**config.mk**
```make
export PLATFORM = sky130hd
export DESIGN_NAME = io_poll_master
export DESIGN_NICKNAME = d
export VERILOG_FILES = /design/src/rtl/io_poll_master.sv
export SDC_FILE = /design/constraint.sdc
export NUM_CORES = 1
export LEC_CHECK = 0
export CAP_MARGIN = 10
export CORE_MARGIN = 4
export CORE_UTILIZATION = 46
export DETAILED_ROUTE_END_ITERATION = 6
export GPL_TIMING_DRIVEN = 0
export PLACE_DENSITY = 0.92
export RECOVER_POWER = 100
export SLEW_MARGIN = 20
export SYNTH_ARGS = -nofsm -noshare
export SYNTH_HDL_FRONTEND = slang
export SYNTH_SLANG_ARGS = --single-unit
```
**constraint.sdc**
```tcl
create_clock -name clk -period 4.2 [get_ports clk]
set_input_delay 0.84 -clock clk [delete_from_list [all_inputs] [get_ports clk]]
set_output_delay 0.84 -clock clk [all_outputs]
set_load 0.02 [all_outputs]
```
**src/rtl/io_poll_master.sv**
```systemverilog
// Polled I/O master: waits for input ready, reads two input bytes, writes their sum to the output port.
// Optional macro IO_POLL_TIMEOUT_EN adds a per-poll-state timeout into an ERR state.
module io_poll_master #(
    parameter int unsigned POLL_LIMIT = 1000
) (
    input  logic        clk,
    input  logic        reset,
    input  logic        run,
    output logic        pRead,
    output logic        pWrite,
    output logic [1:0]  addr,
    output logic [11:0] pWriteData,
    input  logic [31:0] pReadData,
    output logic [11:0] result,
    output logic        done,
    output logic [7:0]  txn_count,
    output logic        busy,
    output logic        err
);

    typedef enum logic [2:0] {
        S_IDLE,
        S_POLL_IN,
        S_RD_LO,
        S_RD_HI,
        S_WR,
        S_POLL_OUT,
        S_DONE
`ifdef IO_POLL_TIMEOUT_EN
        ,
        S_ERR
`endif
    } state_t;

    state_t      state_q, state_d;
    logic [7:0]  lo_q, lo_d;
    logic [7:0]  hi_q, hi_d;
    logic [11:0] result_q, result_d;
    logic [7:0]  txn_q, txn_d;
    logic [8:0]  sum;

    assign sum = {1'b0, lo_q} + {1'b0, hi_q};

`ifdef IO_POLL_TIMEOUT_EN
    logic [15:0] poll_cnt_q, poll_cnt_d;
    logic        poll_expired;

    assign poll_expired = (poll_cnt_q == 16'(POLL_LIMIT - 1));

    always_ff @(posedge clk) begin
        if (reset) begin
            poll_cnt_q <= '0;
        end else begin
            poll_cnt_q <= poll_cnt_d;
        end
    end
`else
    logic [15:0] unused_limit;
    assign unused_limit = 16'(POLL_LIMIT);
`endif

    logic [23:0] unused_rdata;
    assign unused_rdata = pReadData[31:8];

    always_ff @(posedge clk) begin
        if (reset) begin
            state_q  <= S_IDLE;
            lo_q     <= '0;
            hi_q     <= '0;
            result_q <= '0;
            txn_q    <= '0;
        end else begin
            state_q  <= state_d;
            lo_q     <= lo_d;
            hi_q     <= hi_d;
            result_q <= result_d;
            txn_q    <= txn_d;
        end
    end

    always_comb begin
        state_d  = state_q;
        lo_d     = lo_q;
        hi_d     = hi_q;
        result_d = result_q;
        txn_d    = txn_q;
`ifdef IO_POLL_TIMEOUT_EN
        poll_cnt_d = poll_cnt_q;
`endif
        case (state_q)
            S_IDLE: begin
                if (run) begin
                    state_d = S_POLL_IN;
`ifdef IO_POLL_TIMEOUT_EN
                    poll_cnt_d = '0;
`endif
                end
            end
            S_POLL_IN: begin
                if (pReadData[1]) begin
                    state_d = S_RD_LO;
`ifdef IO_POLL_TIMEOUT_EN
                end else if (poll_expired) begin
                    state_d = S_ERR;
                end else begin
                    poll_cnt_d = poll_cnt_q + 16'd1;
`endif
                end
            end
            S_RD_LO: begin
                lo_d    = pReadData[7:0];
                state_d = S_RD_HI;
            end
            S_RD_HI: begin
                hi_d    = pReadData[7:0];
                state_d = S_WR;
            end
            S_WR: begin
                result_d = {3'b000, sum};
                state_d  = S_POLL_OUT;
`ifdef IO_POLL_TIMEOUT_EN
                poll_cnt_d = '0;
`endif
            end
            S_POLL_OUT: begin
                if (pReadData[0]) begin
                    state_d = S_DONE;
`ifdef IO_POLL_TIMEOUT_EN
                end else if (poll_expired) begin
                    state_d = S_ERR;
                end else begin
                    poll_cnt_d = poll_cnt_q + 16'd1;
`endif
                end
            end
            S_DONE: begin
                txn_d = txn_q + 8'd1;
                if (run) begin
                    state_d = S_POLL_IN;
`ifdef IO_POLL_TIMEOUT_EN
                    poll_cnt_d = '0;
`endif
                end else begin
                    state_d = S_IDLE;
                end
            end
`ifdef IO_POLL_TIMEOUT_EN
            S_ERR: begin
                if (!run) begin
                    state_d = S_IDLE;
                end
            end
`endif
            default: state_d = S_IDLE;
        endcase
    end

    // Port strobes and status flags are pure decodes of the state register.
    always_comb begin
        pRead      = 1'b0;
        pWrite     = 1'b0;
        addr       = 2'b00;
        pWriteData = '0;
        done       = 1'b0;
        err        = 1'b0;
        busy       = (state_q != S_IDLE);
        case (state_q)
            S_POLL_IN:  pRead = 1'b1;
            S_RD_LO: begin
                pRead = 1'b1;
                addr  = 2'b10;
            end
            S_RD_HI: begin
                pRead = 1'b1;
                addr  = 2'b11;
            end
            S_WR: begin
                pWrite     = 1'b1;
                addr       = 2'b01;
                pWriteData = {3'b000, sum};
            end
            S_POLL_OUT: pRead = 1'b1;
            S_DONE:     done  = 1'b1;
`ifdef IO_POLL_TIMEOUT_EN
            S_ERR:      err   = 1'b1;
`endif
            default: ;
        endcase
    end

    assign result    = result_q;
    assign txn_count = txn_q;

endmodule

```
==> summary.txt <==
STA
  • Final setup fails: 0
  • Tmin final: 3.59 ns
  • Slew HR: 44.6%
  • Fin. Hold Viols: 0
  • Final Cycle Share: 85.4%
  • Final Max Slew Viols: 0
  • Peak Freq: 279 MHz
  • Skew final: 0.00162 ns
  • Worst-Margin Slew: 0.826 ns
  • Post-Route Setup TNS: 0 ns
  • RSZ-0062 raised after global routing: no

Final layout
  • Share of cells above drive strength 1: 7.01%
  • Fin nets: 315
  • Ant. Diodes: 0
  • Area Growth Syn to Fin: 33.2%
  • Design Area, Final: 0.00243 sq mm
  • Post-route insts no fill: 319
  • FILL cells: 350

Logic synthesis
  • Synth Flop Type: dfxtp_1
  • Mapped Area: 0.00183 sq mm
  • Largest cells by area after synthesis: dfxtp_1, ha_1, nand2_1
  • Cell count after synthesis: 215
  • Post-synth cell types: 42
  • Most frequent cell after synthesis: dfxtp_1
  • FFs w/ async S/R, synth: 0%
  • #FFs+latches synth: 36
  • EDFF count, synth: 0
  • Synth warn: 0
  • Synth area leader: dfxtp_1
  • Commonest cells post-synth: dfxtp_1, nand2_1, nor2_1
  • Synth top area share: 39.4%
  • Register area share after synthesis: 39.4%
  • Syn_area_per_cell: 8.50 sq um

Floorplan
  • Area of the die: 0.00505 sq mm
  • Num rows: 22
  • Area of the core: 0.00374 sq mm
  • I/O pin count: 74
  • DIE HEIGHT: 71.0 um
  • Initial Util: 48.8%
  • Die X: 71.0 um

Clocking
  • Hold buffer count at CTS: 0
  • CTS max path bufs: 2
  • Post-CTS Setup Bufs: 0
  • # H-tree levels: 2
  • Post-CTS Resized: 0
  • Clk Latency, worst-skew pair: 0.29 ns
  • Root Driver: clkbuf_8
  • Reg clk slew, reported paths: 0.07 ns
  • Cts bufs inserted: 5
  • Clk sink count: 36
  • CTS tree: done

Placement
  • # port buffers: 42
  • Post-DP HPWL: 3240 um
  • Routability congestion estimate: 0.861
  • Cell Area, Placed: 0.00233 sq mm
  • Placed insts: 311

GRT
  • Largest net degree at the start of global routing: 12
  • First-pass GRT wire length: 7300 um
  • Initial antenna violation count: 0
  • Gr usage total: 18.2%
  • Remaining Overflow, GRT: 0
  • Via count of the first global-routing pass: 1610

Power
  • Power density cells: 311 mW/mm^2
  • LEAKAGE: 0.00108 uW
  • VDD IR-drop max: 0.204 mV

Route
  • ANT nets after route: 0
  • 1st-iter DRT viols: 98
  • Via Count: 1670
  • Pre-Repair DR Iteration Count: 5
  • Vias per cell: 5.24
  • Remaining DRCs: 0
  • WL/cell: 13.4 um
  • Final wirelength: 4270 um

Critical path
  • Critical path type: register to output port
  • Delay-heaviest family, CP: buffers and inverters
  • Critical Path Fanout Max: 10
  • Top cell by count, worst path: nand2_1
  • Slowest-stage cell, CP: dlygate4sd3_1
  • Cell Chain, Critical Path: buf_4, or3b_1, buf_6, clkinv_4, clkbuf_1, nand2_1, nand4b_1, nand2_1, dlygate4sd3_1
  • Crit path buf inv count: 5
  • Worst setup EP type: output port
  • Crit path launch type: register
  • Crit-path max cell delay: 0.66 ns
  • Arrival time of the worst setup path: 2.75 ns
  • Worst EP required: 3.36 ns

Min path
  • Hold WC Path Type: register to register

Run
  • Max-Cap Viols: 0

Run status
  • Status: finished clean
[where the power goes]
| part | internal [uW] | leakage [uW] | switching [uW] |
|---|---|---|---|
| Combinational | 44.9 | 0.000737 | 59.2 |
| Sequential | 350 | 0.000291 | 6.04 |
| Clock | 176 | 0.0000552 | 122 |
| Total | 570 | 0.00108 | 187 |
[worst reg2reg max path: cells and delay by family (launching register included)]
| family | cells | cell delay [ns] |
|---|---|---|
| buffers and inverters | 4 | 0.70 |
| AND/OR/NAND/NOR | 3 | 0.70 |
| flip-flops | 1 | 0.31 |
| AO/OA/AOI/OAI | 1 | 0.17 |
[cell type report]
cell class / instances / area, sq um / area share [%]
Buffer: 18 / 105 / 4.32
Clock buffer: 6 / 72.6 / 2.98
Clock inverter: 2 / 35.0 / 1.44
Inverter: 8 / 35.0 / 1.44
Multi-Input combinational cell: 159 / 986 / 40.5
Sequential cell: 36 / 721 / 29.6
Tap cell: 48 / 60.1 / 2.47
Timing Repair Buffer: 42 / 420 / 17.3
[per-layer routing]
metal	vias up	global-route usage (%)	part of all wire, %
met3	9	6.68	7.0
met4	0	7.31	1.5
met2	53	30.2	49
li1	843	-	-
met5	-	0	0
met1	765	21.3	43
[sequential cells by signal, indices dropped and copies added (netlist names)]
register / count
result: 9
hi_q: 8
lo_q: 8
state_q: 3
txn_count: 8
[through the flow]
step	hold slack, ns	setup slack (ns)	util (%)	total power (uW)
floorplan	0.440	1.66	-	431
global placement	0.441	1.12	62.3	466
detailed placement	0.449	1.10	62.3	469
CTS	0.459	0.765	65.1	767
global route	0.477	0.479	65.0	791
finish	0.454	0.615	65.0	758
[cell families (layout without fill, tap and decap cells)]
kind of cell,after synthesis,in the layout,synth area share (%)
AOI/OAI and AO/OA,41,41,14.2
xor gates and xnor gates,9,9,4.31
adders and majority gates,10,10,7.26
buffers and inverters,26,76,7.87
DFF,36,36,39.4
muxes,9,9,4.93
other,1,7,0.205
and+or+nand+nor,83,83,21.8
[final timing paths]
path / from / end / slack (ns) / cells after the start
max: state_q[2] / pWriteData[5] / 0.61 / 9
min: result[0] / result[0] / 0.45 / 2
max reg2reg: state_q[2] / result[5] / 2.26 / 8
min reg2reg: result[0] / result[0] / 0.45 / 2
[placed cells by master (no fill, tap or decap), types with 4 or more instances in the layout]
cell / netlist / routed
nand2_1: 27 / 27
ha_1: 9 / 9
clkdlybuf4s50_1: 0 / 10
dfxtp_1: 36 / 36
xnor2_1: 6 / 6
inv_1: 7 / 7
nand3b_1: 4 / 4
a21oi_1: 18 / 18
dlygate4sd3_1: 0 / 32
nor3_1: 4 / 4
conb_1: 1 / 7
buf_4: 9 / 8
clkbuf_8: 0 / 5
mux2i_1: 9 / 9
clkbuf_1: 7 / 10
nor2_1: 22 / 22
nand3_1: 11 / 11
Note: power is estimated with default switching activity, not from simulation.
